==> config.mk <==
export PLATFORM = sky130hd
export DESIGN_NAME = buzz_sched
export DESIGN_NICKNAME = d
export VERILOG_FILES = /design/src/rtl/buzz_pkg.sv /design/src/rtl/buzz_tone.sv /design/src/rtl/buzz_sched.sv
export SDC_FILE = /design/constraint.sdc
export NUM_CORES = 1
export LEC_CHECK = 0
export BUFFER_PORTS_ARGS = -buffer_cell sky130_fd_sc_hd__buf_4
export CORE_UTILIZATION = 50
export CTS_CLUSTER_SIZE = 8
export DETAILED_ROUTE_END_ITERATION = 8
export PLACE_DENSITY = 0.78
export SLEW_MARGIN = 20
export SYNTH_ARGS = -nofsm -noshare
export SYNTH_HDL_FRONTEND = slang
export SYNTH_SLANG_ARGS = --single-unit
==> constraint.sdc <==
create_clock -name clk -period 4.8 [get_ports clk]
set_input_delay 0.48 -clock clk [delete_from_list [all_inputs] [get_ports clk]]
set_output_delay 0.48 -clock clk [all_outputs]
set_load 0.02 [all_outputs]
==> src/rtl/buzz_pkg.sv <==
// Shared types and field widths for the three-channel buzzer pattern scheduler.
package buzz_pkg;

  localparam int unsigned CNT_W = 4;
  localparam int unsigned MS_W  = 10;
  localparam int unsigned PER_W = 16;
  localparam int unsigned OWN_W = 2;

  localparam logic [OWN_W-1:0] OWNER_NONE = 2'b11;

  typedef enum logic [1:0] {
    ST_IDLE = 2'd0,
    ST_ON   = 2'd1,
    ST_OFF  = 2'd2
  } state_e;

  // One channel's requested beep pattern.
  typedef struct packed {
    logic [CNT_W-1:0] cnt;
    logic [MS_W-1:0]  on;
    logic [MS_W-1:0]  off;
    logic [PER_W-1:0] per;
  } pat_t;

endpackage

==> src/rtl/buzz_tone.sv <==
// Square-wave tone generator: period counter with 50% duty, low half first.
module buzz_tone
  import buzz_pkg::*;
(
  input  logic             clk,
  input  logic             rst,
  input  logic             en,
  input  logic             restart,
  input  logic [PER_W-1:0] per,
  output logic             buz
);

  logic [PER_W-1:0] cnt_q, cnt_d;
  logic             buz_q, buz_d;
  logic             audible;

  // Periods below 2 cannot form a square wave, so the beep is silent.
  always_comb begin
    cnt_d   = '0;
    buz_d   = 1'b0;
    audible = (per >= PER_W'(2));
    if (en && !restart) begin
      if (audible && (cnt_q < per - PER_W'(1))) begin
        cnt_d = cnt_q + PER_W'(1);
      end
      buz_d = audible && (cnt_d >= (per >> 1));
    end
  end

  always_ff @(posedge clk or posedge rst) begin
    if (rst) begin
      cnt_q <= '0;
      buz_q <= 1'b0;
    end else begin
      cnt_q <= cnt_d;
      buz_q <= buz_d;
    end
  end

  assign buz = buz_q;

endmodule

==> src/rtl/buzz_sched.sv <==
// Fixed-priority, preemptive beep-pattern scheduler with ms phase timing.
module buzz_sched
  import buzz_pkg::*;
#(
  parameter int unsigned MS_DIV = 50000,
  parameter int unsigned NCH    = 3
) (
  input  logic                 clk,
  input  logic                 rst,
  input  logic [NCH-1:0]       req,
  input  logic [NCH*CNT_W-1:0] req_cnt,
  input  logic [NCH*MS_W-1:0]  req_on,
  input  logic [NCH*MS_W-1:0]  req_off,
  input  logic [NCH*PER_W-1:0] req_per,
  output logic [NCH-1:0]       ack,
  output logic [NCH-1:0]       done,
  output logic [NCH-1:0]       abrt,
  output logic                 busy,
  output logic [OWN_W-1:0]     owner,
  output logic                 buz
);

  localparam int unsigned     PRE_W    = (MS_DIV > 1) ? $clog2(MS_DIV) : 1;
  localparam logic [PRE_W-1:0] PRE_LAST = PRE_W'(MS_DIV - 1);

  state_e           state_q, state_d;
  logic [OWN_W-1:0] owner_q, owner_d;
  logic             busy_q, busy_d;
  logic [NCH-1:0]   ack_q, ack_d;
  logic [NCH-1:0]   done_q, done_d;
  logic [NCH-1:0]   abrt_q, abrt_d;
  logic [CNT_W-1:0] rem_q, rem_d;
  logic [MS_W-1:0]  on_q, on_d;
  logic [MS_W-1:0]  off_q, off_d;
  logic [PER_W-1:0] per_q, per_d;
  logic [PRE_W-1:0] pre_q, pre_d;
  logic [MS_W-1:0]  ms_q, ms_d;

  logic             win_vld;
  logic [OWN_W-1:0] win;
  pat_t             sel;
  logic             tick;
  logic             expire;
  logic             tone_en;
  logic             tone_restart;

  // Highest-index request that may take the buzzer now (any when idle, higher than owner otherwise).
  always_comb begin
    win_vld = 1'b0;
    win     = '0;
    sel     = '0;
    for (int unsigned i = 0; i < NCH; i++) begin
      if (req[i] && (state_q == ST_IDLE || OWN_W'(i) > owner_q)) begin
        win_vld = 1'b1;
        win     = OWN_W'(i);
        sel.cnt = req_cnt[i*CNT_W +: CNT_W];
        sel.on  = req_on[i*MS_W +: MS_W];
        sel.off = req_off[i*MS_W +: MS_W];
        sel.per = req_per[i*PER_W +: PER_W];
      end
    end
  end

  always_comb begin
    state_d      = state_q;
    owner_d      = owner_q;
    busy_d       = busy_q;
    ack_d        = '0;
    done_d       = '0;
    abrt_d       = '0;
    rem_d        = rem_q;
    on_d         = on_q;
    off_d        = off_q;
    per_d        = per_q;
    pre_d        = pre_q;
    ms_d         = ms_q;
    tone_restart = 1'b0;
    tick         = (pre_q == PRE_LAST);
    expire       = tick && (ms_q == MS_W'(1));

    // Free-running ms prescaler inside an active phase.
    if (state_q != ST_IDLE) begin
      pre_d = tick ? '0 : pre_q + PRE_W'(1);
      ms_d  = tick ? ms_q - MS_W'(1) : ms_q;
    end

    if (win_vld) begin
      // A grant (fresh or preempting) takes priority over any phase expiry.
      if (state_q != ST_IDLE) begin
        abrt_d[owner_q] = 1'b1;
      end
      ack_d[win] = 1'b1;
      rem_d      = sel.cnt;
      on_d       = sel.on;
      off_d      = sel.off;
      per_d      = sel.per;
      pre_d      = '0;
      ms_d       = sel.on;
      if (sel.cnt == '0 || sel.on == '0) begin
        state_d     = ST_IDLE;
        done_d[win] = 1'b1;
        owner_d     = OWNER_NONE;
        busy_d      = 1'b0;
        rem_d       = '0;
        ms_d        = '0;
      end else begin
        state_d      = ST_ON;
        owner_d      = win;
        busy_d       = 1'b1;
        tone_restart = 1'b1;
      end
    end else begin
      case (state_q)
        ST_ON: begin
          if (expire) begin
            pre_d = '0;
            if (rem_q == CNT_W'(1)) begin
              state_d         = ST_IDLE;
              done_d[owner_q] = 1'b1;
              owner_d         = OWNER_NONE;
              busy_d          = 1'b0;
              rem_d           = '0;
              ms_d            = '0;
            end else begin
              rem_d = rem_q - CNT_W'(1);
              if (off_q != '0) begin
                state_d = ST_OFF;
                ms_d    = off_q;
              end else begin
                state_d      = ST_ON;
                ms_d         = on_q;
                tone_restart = 1'b1;
              end
            end
          end
        end
        ST_OFF: begin
          if (expire) begin
            state_d      = ST_ON;
            pre_d        = '0;
            ms_d         = on_q;
            tone_restart = 1'b1;
          end
        end
        default: ;
      endcase
    end

    tone_en = (state_d == ST_ON);
  end

  always_ff @(posedge clk or posedge rst) begin
    if (rst) begin
      state_q <= ST_IDLE;
      owner_q <= OWNER_NONE;
      busy_q  <= 1'b0;
      ack_q   <= '0;
      done_q  <= '0;
      abrt_q  <= '0;
      rem_q   <= '0;
      on_q    <= '0;
      off_q   <= '0;
      per_q   <= '0;
      pre_q   <= '0;
      ms_q    <= '0;
    end else begin
      state_q <= state_d;
      owner_q <= owner_d;
      busy_q  <= busy_d;
      ack_q   <= ack_d;
      done_q  <= done_d;
      abrt_q  <= abrt_d;
      rem_q   <= rem_d;
      on_q    <= on_d;
      off_q   <= off_d;
      per_q   <= per_d;
      pre_q   <= pre_d;
      ms_q    <= ms_d;
    end
  end

  buzz_tone u_tone (
    .clk     (clk),
    .rst     (rst),
    .en      (tone_en),
    .restart (tone_restart),
    .per     (per_q),
    .buz     (buz)
  );

  assign ack   = ack_q;
  assign done  = done_q;
  assign abrt  = abrt_q;
  assign busy  = busy_q;
  assign owner = owner_q;

endmodule

==> results.sh, run 1 <==
export IMPL_p_seq_share_pct=49.0
export IMPL_vias=5653
export IMPL_die_h_um=113
export IMPL_firstDrtPassIters=9
export IMPL_failed_checks="design-rule violations"
export IMPL_p_leak_nw=3.60
export IMPL_grt_pass1_wl_mm=26.5
export IMPL_ios=138
export IMPL_post_route_cells_drive_above_1_share_pct=21.7
export IMPL_first_iter_violations=387
export IMPL_whs_ps=240
export IMPL_clockBufferDepth=2
export IMPL_ys_async_sr_fraction_pct=100
export IMPL_synth_simple_gate_area_share_pct=20.8
export IMPL_total_power_mw=1.67
export IMPL_overflow=0
export IMPL_multiInputGateArea_sq_mm=0.00347
export IMPL_combPwrFrac_pct=6.6
export IMPL_ys_top_cells_by_area="dfrtp_1 39%, ha_1 8.3%, nor2_1 4.6%, a222oi_1 4.2%, xnor2_1 4.0%"
export IMPL_synth_nets=830
export IMPL_intPower_mw=1.32
export IMPL_n_fill_cell=1007
export IMPL_initial_core_util_pct=51.3
export IMPL_insertedDiodeCount=0
export IMPL_clk_latency_ps=350
export IMPL_busiest_layer="met2"
export IMPL_rsz0062_at_grt="false"
export IMPL_syn_to_final_growth_pct=22.9
export IMPL_place_area_sq_mm=0.00724
export IMPL_grtUsageMet1_pct=33.1
export IMPL_final_core_util_pct=63.0
export IMPL_viasPerCell=6.05
export IMPL_relSlewSlack_pct=45.1
export IMPL_worst_path_max_fanout=16
export IMPL_track_usage_pct=25.8
export IMPL_p_per_area_mw_per_mm2=221
export IMPL_finalNonFillerCells=935
export IMPL_synthMuxAreaShare_pct=0.325
export IMPL_worst_slew_pin_slew_ps=823
export IMPL_switching_share_pct=20.9
export IMPL_path_clk_slew_ps=70
export IMPL_synthXorXnorAreaFrac_pct=7.40
export IMPL_place_congestion=0.843
export IMPL_cts_hold_fix_buffers=0
export IMPL_p_switching_uw=348
export IMPL_yosysSeqAreaShare_pct=39.5
export IMPL_syn_avg_cell_area_sq_um=9.27
export IMPL_synth_top_cell_by_area="dfrtp_1"
export IMPL_clockRootBuffer="clkbuf_16"
export IMPL_h_tree_depth=3
export IMPL_synthAdderAreaFrac_pct=8.33
export IMPL_r2r_cells=18
export IMPL_pwr_share_clk_pct=44.4
export IMPL_slew_violations=0
export IMPL_hpwl_mm=11.9
export IMPL_start_kind="register"
export IMPL_synth_edf_count=0
export IMPL_crit_path_end_kind="register"
export IMPL_drv_cap=0
export IMPL_gr_usage_met3_pct=2.57
export IMPL_ys_ff_latch=97
export IMPL_ant_nets=0
export IMPL_cp_data_required_time_ps=5030
export IMPL_syn_area_sq_mm=0.00616
export IMPL_cts_buffers=9
export IMPL_hold_class="in -> async"
export IMPL_finalNetCount=949
export IMPL_hold_violations=0
export IMPL_cts_tree="built"
export IMPL_crit_type="reg -> reg"
export IMPL_portBuffers=137
export IMPL_stdcell_area_sq_mm=0.00757
export IMPL_die_w_um=113
export IMPL_synth_warnings=0
export IMPL_wire_per_inst_um=16.7
export IMPL_reg2reg_setup_slack_ps=320
export IMPL_grt_max_degree=71
export IMPL_num_rows=40
export IMPL_totalWireLength_mm=15.7
export IMPL_seq_area_sq_mm=0.00243
export IMPL_setup_tns_ps=0
export IMPL_first_global_vias=5626
export IMPL_reg2reg_to="u_tone.buz"
export IMPL_synth_top_family_by_area="simple AND/OR/NAND/NOR gates"
export IMPL_syn_inst=664
export IMPL_dieArea_sq_mm=0.0128
export IMPL_route_detailed_drc=2
export IMPL_critPathArrivalTime_ps=4720
export IMPL_timing_final_crit_share_pct=93.4
export IMPL_outcome="finished with violations"
export IMPL_setup_slack_ps=317
export IMPL_crit_start="per_q[5]"
export IMPL_yosysTopAreaCellShare_pct=38.6
export IMPL_placed_cells=919
export IMPL_post_route_min_period_ps=4480
export IMPL_peakVddDrop_v=0.000162
export IMPL_r2r_start="per_q[5]"
export IMPL_synth_compound_area_share_pct=19.0
export IMPL_crit_end="u_tone.buz"
export IMPL_setup_violations_final=0
export IMPL_placeableCoreArea_sq_mm=0.0120
export IMPL_cts_sinks=97
export IMPL_gr_usage_met2_pct=44.8
export IMPL_max_freq_mhz=223
export IMPL_place_ws_ps=187
export IMPL_synth_top_flop_cell="dfrtp_1"
export IMPL_yosysUniqueCellTypes=62
export IMPL_skew_ps=8.81
export IMPL_antenna_found_initial=0
## kinds of logic after synthesis
logic type / Yosys count
simple gates: 253
compound gates: 153
flops: 97
buf+inv: 65
xor+xnor: 52
fa+ha+maj: 41
mux: 2
other cells: 1
## final cells by class
| type | count | area share (%) |
|---|---|---|
| multi-input cells | 502 | 45.9 |
| clock inverters | 5 | 0.711 |
| inverters | 33 | 1.67 |
| flip-flops and latches | 97 | 32.1 |
| clock buffers | 11 | 3.34 |
| repair buffers | 140 | 13.9 |
| well taps | 147 | 2.43 |
## cell usage after synthesis (all sizes together) (13+ instances only)
master and instances:
o21ai 36, buf 13, and2 16, clkbuf 19, nand3 25, a21o 15, nand2 56, ha 41
a222oi 26, xnor2 28, nor2 76, inv 33, nand4 13, a221o 15, xor2 24, dfrtp 95
## per-layer routing
layer  wire length (um)  up-vias
li1                   -     2690
met1               6590     2725
met2               7870      201
met3                763       37
met4                426        0
met5                  0        -
## state kept, by name (all words and copies together) (netlist names)
register,count
on_q,10
off_q,10
abrt,3
state_q,2
owner,2
busy,1
done,3
ms_q,10
u_tone.cnt_q,16
per_q,16
u_tone.buz,1
pre_q,16
rem_q,4
ack,3
## worst min-delay path by stage
stage,from,slack [ps],cells past startpoint,end
CTS,rst,270,2,u_tone.cnt_q[12]
floorplan,on_q[8],450,1,on_q[8]
global placement,on_q[6],460,1,on_q[6]
detailed placement,on_q[9],470,1,on_q[9]
global route,rst,310,2,u_tone.cnt_q[12]
finish,rst,240,2,u_tone.cnt_q[12]
## cells in the final DEF, fill, tap and decap left out, types with 25 or more instances in the layout
master	Yosys	layout
inv_1	32	31
buf_4	3	140
ha_1	41	41
xnor2_1	28	28
a222oi_1	26	26
o21ai_0	36	36
nand3_1	25	25
nand2_1	56	56
dfrtp_1	95	95
nor2_1	76	76
## worst max-delay path: stages, from the launching register on
cell       delay (ps)
dfrtp_1           400
or4_1             630
nor3_4            230
and3_1            270
nand3_1           140
xnor2_1           150
ha_1              290
nand4_1           130
nor3_1            230
o21ai_0           130
nand4b_1          140
buf_4             230
nor2_1             70
ha_1              180
a21o_1            160
a2111oi_2         420
nand2_1            90
o21a_1            180
o311a_1           270
## what timing repair did
| item | 4_1_cts | 5_1_grt |
|---|---|---|
| hold endpoints to repair | 0 | 0 |
| resized for setup | 0 | 3 |
| buffers inserted | 0 | 0 |
| endpoints found under the setup margin | 0 | 1 |
## power by group through the flow
stage	combinational (mW)	sequential [mW]	clock, mW
6_report	0.110	0.818	0.741
5_1_grt	0.120	0.817	0.781
4_1_cts	0.111	0.818	0.752
3_5_place_dp	0.111	0.833	0
3_3_place_gp	0.108	0.833	0
2_1_floorplan	0.0232	0.834	0
Power figures use the tool's default switching activity.
==> inputs of run 2 (changes only) <==
--- a/config.mk
+++ b/config.mk
@@ -5,12 +5,13 @@
 export SDC_FILE = /design/constraint.sdc
 export NUM_CORES = 1
 export LEC_CHECK = 0
-export BUFFER_PORTS_ARGS = -buffer_cell sky130_fd_sc_hd__buf_4
-export CORE_UTILIZATION = 50
+export CORE_UTILIZATION = 58
 export CTS_CLUSTER_SIZE = 8
 export DETAILED_ROUTE_END_ITERATION = 8
-export PLACE_DENSITY = 0.78
+export DONT_BUFFER_PORTS = 1
+export PLACE_DENSITY = 0.76
 export SLEW_MARGIN = 20
 export SYNTH_ARGS = -nofsm -noshare
 export SYNTH_HDL_FRONTEND = slang
 export SYNTH_SLANG_ARGS = --single-unit
+export TNS_END_PERCENT = 20
==> run 2 against run 1 <==
  * Sequential cell count did not move
  * Final cell count fell by 16%
  * Largest power group unchanged
  * Die area fell by 14%
  * Sequential power barely moved
  * Sequential share of layout area rose by 5.7 points
  * Design area fell by 15%
  * Hold slack got worse by 170 ps
  * First-iteration DRC count rose by 4.7%
  * The run now ends clean
  * Count of clock-buffer cells in the layout rose by 1
  * Register-to-register slack improved by 120 ps
  * Maximum frequency rose by 2.8%
==> results.sh, run 2 (synthesis results as in run 1) <==
export IMPL_setup_slack_ps=438
export IMPL_rsz0062_at_grt="false"
export IMPL_slew_violations=0
export IMPL_place_ws_ps=242
export IMPL_cts_buffers=9
export IMPL_p_leak_nw=2.89
export IMPL_clockRootBuffer="clkbuf_8"
export IMPL_num_rows=37
export IMPL_setup_tns_ps=0
export IMPL_clockBufferDepth=2
export IMPL_cts_hold_fix_buffers=0
export IMPL_die_h_um=105
export IMPL_path_delay_family="simple AND/OR/NAND/NOR gates"
export IMPL_cts_resized=0
export IMPL_placeableCoreArea_sq_mm=0.0103
export IMPL_worst_path_max_fanout=16
export IMPL_wire_per_inst_um=17.9
export IMPL_slowest_stage="or4_1"
export IMPL_clk_latency_ps=380
export IMPL_syn_to_final_growth_pct=4.33
export IMPL_firstDrtPassIters=8
export IMPL_start_kind="register"
export IMPL_cts_setup_buffers=0
export IMPL_final_common_cell="dfrtp_1"
export IMPL_worst_slew_pin_slew_ps=799
export IMPL_cp_data_required_time_ps=5070
export IMPL_timing_final_crit_share_pct=90.9
export IMPL_vias=5077
export IMPL_insertedDiodeCount=0
export IMPL_grt_max_degree=71
export IMPL_reg2reg_setup_slack_ps=440
export IMPL_crit_path_end_kind="register"
export IMPL_reg2reg_to="u_tone.buz"
export IMPL_place_congestion=0.945
export IMPL_crit_type="reg -> reg"
export IMPL_totalWireLength_mm=14.1
export IMPL_outcome="finished clean"
export IMPL_drv_cap=0
export IMPL_h_tree_depth=3
export IMPL_viasPerCell=6.45
export IMPL_r2r_start="per_q[5]"
export IMPL_post_route_cells_drive_above_1_share_pct=5.07
export IMPL_max_freq_mhz=229
export IMPL_total_power_mw=1.39
export IMPL_ant_nets=0
export IMPL_die_w_um=105
export IMPL_top_regs="per_q (16), pre_q (16), u_tone.cnt_q (16)"
export IMPL_relSlewSlack_pct=46.8
export IMPL_finalNetCount=812
export IMPL_critPathArrivalTime_ps=4630
export IMPL_route_detailed_drc=0
export IMPL_overflow=0
export IMPL_dieArea_sq_mm=0.0110
export IMPL_path_clk_slew_ps=100
export IMPL_path_buf_inv=1
export IMPL_hpwl_mm=10.6
export IMPL_first_global_vias=4702
export IMPL_initial_core_util_pct=59.7
export IMPL_post_route_min_period_ps=4360
export IMPL_cts_sinks=97
export IMPL_r2r_cells=17
export IMPL_antenna_found_initial=0
export IMPL_portBuffers=0
export IMPL_track_usage_pct=26.6
export IMPL_worstPathCellList="or4_1 > nor3_4 > nand3_1 > nor4_2 > xnor2_1 > ha_1 > nand4_1 > nor3_1 > o21ai_0 > nand4b_1 > buf_4 > nor2_1 > ha_1 > a2111oi_1 > a21oi_1 > o21a_1 > o311a_1"
export IMPL_hold_violations=0
export IMPL_max_stage_delay_ps=620
export IMPL_first_iter_violations=405
export IMPL_grt_pass1_wl_mm=22.9
export IMPL_final_core_util_pct=62.2
export IMPL_ios=138
export IMPL_final_cell_mix="95 x dfrtp_1, 76 x nor2_1, 56 x nand2_1, 41 x ha_1, 36 x o21ai_0"
export IMPL_cts_tree="built"
export IMPL_p_per_area_mw_per_mm2=216
export IMPL_cp_common_cell="ha_1"
export IMPL_hold_class="in -> async"
export IMPL_whs_ps=67.6
export IMPL_setup_violations_final=0
export IMPL_skew_ps=12.9
export IMPL_peakVddDrop_v=0.000143
## run 2: cell types whose count changed in the layout (fill, tap and decap cells not counted), sizes merged
cell / change
inv: +1
buf: -137
clkinv: -2
clkbuf: +1
## run 2: layout make-up
class	instances	area (sq um)
multi-input combinational	502	3480
fill	854	3900
tap	136	170
sequential	97	2430
timing repair buffer	3	22.5
clock buffer	12	145
inverter	33	126
clock inverter	4	52.6
## run 2: per-stage QoR
| step | std cells | cell area (sq um) |
|---|---|---|
| 6_report | 787 | 6420 |
| 5_1_grt | 787 | 6420 |
| 4_1_cts | 787 | 6400 |
| 3_5_place_dp | 771 | 6200 |
| 3_3_place_gp | 771 | 6200 |
| 2_1_floorplan | 664 | 6160 |
## run 2: how the worst max path moves through the flow
stage          depth (start not counted)  slack, ps    endpoint     start
2_1_floorplan                         18        360  u_tone.buz  per_q[5]
5_1_grt                               17          5  u_tone.buz  per_q[4]
4_1_cts                               18        230  u_tone.buz  per_q[5]
3_3_place_gp                          18        550  u_tone.buz  per_q[5]
3_5_place_dp                          18        240  u_tone.buz  per_q[5]
6_report                              17        440  u_tone.buz  per_q[5]
## run 2: power breakdown
| group | switching [mW] | internal, mW |
|---|---|---|
| clock | 0.286 | 0.258 |
| combinational | 0.0201 | 0.00985 |
| sequential | 0.000717 | 0.817 |
| total | 0.306 | 1.08 |
## run 2: per-layer routing
layer | vias up | share of wire, % | GRT usage (%)
met3 | 34 | 6.2 | 5.30
met2 | 205 | 49 | 43.8
met1 | 2425 | 42 | 33.7
met5 | - | 0 | 0
li1 | 2413 | - | -
met4 | 0 | 3.1 | 12.4
==> inputs of run 3 (changes only) <==
--- a/config.mk
+++ b/config.mk
@@ -9,6 +9,7 @@
 export CTS_CLUSTER_SIZE = 8
 export DETAILED_ROUTE_END_ITERATION = 8
 export DONT_BUFFER_PORTS = 1
+export MAX_ROUTING_LAYER = met4
 export PLACE_DENSITY = 0.76
 export SLEW_MARGIN = 20
 export SYNTH_ARGS = -nofsm -noshare
==> run 3 against run 2 <==
  * Core utilization about the same
  * Sequential share of layout area hardly changed
  * Combinational power hardly changed
  * Routed wire length up 1.1%
  * Global-route usage rose by 0.53 points
  * Clock skew shrank 5.3 ps
  * Total power up 0.29%
  * Hold slack worse by 48 ps
  * Sequential cell count unchanged
  * First-iteration DRC count shrank 2.0%
  * Maximum frequency fell by 2.6%
  * Clock power grew 0.7%
==> results.sh, run 3 (synthesis results as in run 1) <==
export IMPL_slowest_stage="or4_1"
export IMPL_final_common_cell="dfrtp_1"
export IMPL_die_w_um=105
export IMPL_peakVddDrop_v=0.000148
export IMPL_top_regs="per_q (16), pre_q (16), u_tone.cnt_q (16)"
export IMPL_insertedDiodeCount=0
export IMPL_post_route_cells_drive_above_1_share_pct=5.22
export IMPL_intPower_mw=1.07
export IMPL_ant_nets=0
export IMPL_vias=5127
export IMPL_relSlewSlack_pct=48.1
export IMPL_pwr_share_clk_pct=39.2
export IMPL_start_kind="register"
export IMPL_p_switching_uw=323
export IMPL_cp_data_required_time_ps=5050
export IMPL_cts_buffers=9
export IMPL_max_stage_delay_ps=620
export IMPL_crit_path_end_kind="register"
export IMPL_crit_type="reg -> reg"
export IMPL_rsz0062_at_grt="false"
export IMPL_drv_cap=0
export IMPL_cts_hold_fix_buffers=0
export IMPL_ios=138
export IMPL_setup_tns_ps=0
export IMPL_track_usage_pct=27.1
export IMPL_p_seq_share_pct=58.6
export IMPL_portBuffers=0
export IMPL_post_route_min_period_ps=4480
export IMPL_dieArea_sq_mm=0.0110
export IMPL_path_clk_slew_ps=100
export IMPL_worstPathCellList="or4_1 > nor3_4 > and3_1 > nand3_1 > xnor2_1 > ha_1 > nand4_1 > o21ai_0 > o221ai_1 > nand4b_1 > buf_4 > nor2_1 > ha_1 > a21o_1 > a2111oi_1 > nand2_1 > o21a_1 > o311a_1"
export IMPL_viasPerCell=6.51
export IMPL_overflow=0
export IMPL_slew_violations=0
export IMPL_switching_share_pct=23.1
export IMPL_first_iter_violations=397
export IMPL_initial_core_util_pct=59.7
export IMPL_cts_tree="built"
export IMPL_cts_sinks=97
export IMPL_max_freq_mhz=223
export IMPL_critPathArrivalTime_ps=4730
export IMPL_route_detailed_drc=0
export IMPL_antenna_found_initial=0
export IMPL_final_cell_mix="95 x dfrtp_1, 76 x nor2_1, 56 x nand2_1, 41 x ha_1, 36 x o21ai_0"
export IMPL_first_global_vias=4780
export IMPL_num_rows=37
export IMPL_combPwrFrac_pct=2.1
export IMPL_wire_per_inst_um=18.1
export IMPL_hold_class="in -> async"
export IMPL_clockBufferDepth=2
export IMPL_p_per_area_mw_per_mm2=217
export IMPL_finalNetCount=812
export IMPL_reg2reg_setup_slack_ps=320
export IMPL_grt_pass1_wl_mm=23.1
export IMPL_r2r_start="per_q[5]"
export IMPL_syn_to_final_growth_pct=4.29
export IMPL_clockRootBuffer="clkbuf_8"
export IMPL_reg2reg_to="u_tone.buz"
export IMPL_timing_final_crit_share_pct=93.3
export IMPL_cts_resized=0
export IMPL_skew_ps=7.55
export IMPL_r2r_cells=18
export IMPL_place_congestion=0.935
export IMPL_die_h_um=105
export IMPL_worst_path_max_fanout=16
export IMPL_total_power_mw=1.39
export IMPL_p_leak_nw=2.88
export IMPL_setup_violations_final=0
export IMPL_outcome="finished clean"
export IMPL_firstDrtPassIters=6
export IMPL_grt_max_degree=71
export IMPL_cp_common_cell="ha_1"
export IMPL_h_tree_depth=3
export IMPL_clk_latency_ps=370
export IMPL_placeableCoreArea_sq_mm=0.0103
export IMPL_crit_start="per_q[5]"
export IMPL_totalWireLength_mm=14.2
export IMPL_worst_slew_pin_slew_ps=778
export IMPL_cts_setup_buffers=0
export IMPL_hpwl_mm=10.8
export IMPL_final_core_util_pct=62.2
export IMPL_hold_violations=0
-- run 3: cell count changes in the layout (fill, tap and decap cells not counted) --
| cell | change |
|---|---|
| clkbuf_1 | -2 |
| clkinv_4 | -1 |
| inv_6 | +2 |
| clkbuf_8 | -1 |
| a2111oi_1 | +1 |
| clkinvlp_4 | +2 |
| a2111oi_2 | -1 |
-- run 3: final cells by class --
| type | count | area (sq um) |
|---|---|---|
| Multi-Input combinational cell | 502 | 3470 |
| Sequential cell | 97 | 2430 |
| Tap cell | 136 | 170 |
| Inverter | 33 | 126 |
| Timing Repair Buffer | 3 | 22.5 |
| Fill cell | 848 | 3900 |
| Clock buffer | 9 | 124 |
| Clock inverter | 7 | 76.3 |
-- run 3: critical path: cells and delay by family (launching register included) --
family,cells,cell delay [ps]
AND/OR/NAND/NOR,8,1660
AO/OA/AOI/OAI,6,1450
adder cells (fa/ha/maj),2,470
flip-flops,1,400
buffers and inverters,1,220
XOR/XNOR,1,140
-- run 3: worst max-delay path by stage --
stage	to	slack (ps)	cells past startpoint
detailed placement	u_tone.buz	180	18
global placement	u_tone.buz	550	18
global route	u_tone.buz	40	18
finish	u_tone.buz	320	18
floorplan	u_tone.buz	360	18
CTS	u_tone.buz	160	18
-- run 3: metrics by stage --
stage	worst slack (ps)	cells	hold slack [ps]	cell area [sq um]
finish	322	787	20.1	6420
global route	39.7	787	53.4	6420
CTS	157	787	38.5	6400
detailed placement	179	771	442	6200
global placement	551	771	437	6200
floorplan	359	664	449	6160
-- run 3: routing by layer --
| layer | global-route usage [%] | vias up | share of wire, % |
|---|---|---|---|
| li1 | - | 2422 | - |
| met1 | 33.6 | 2482 | 43 |
| met2 | 44.4 | 194 | 49 |
| met3 | 4.93 | 29 | 5.5 |
| met4 | 9.96 | 0 | 2.1 |
| met5 | - | - | 0 |
-- run 3: power groups by stage --
stage / Clock [mW] / Combinational [mW] / Sequential [mW]
after CTS: 0.555 / 0.0312 / 0.818
after global routing: 0.591 / 0.0349 / 0.818
after global placement: 0 / 0.0302 / 0.834
final: 0.547 / 0.0298 / 0.818
after floorplan: 0 / 0.0232 / 0.834
after detailed placement: 0 / 0.0311 / 0.834
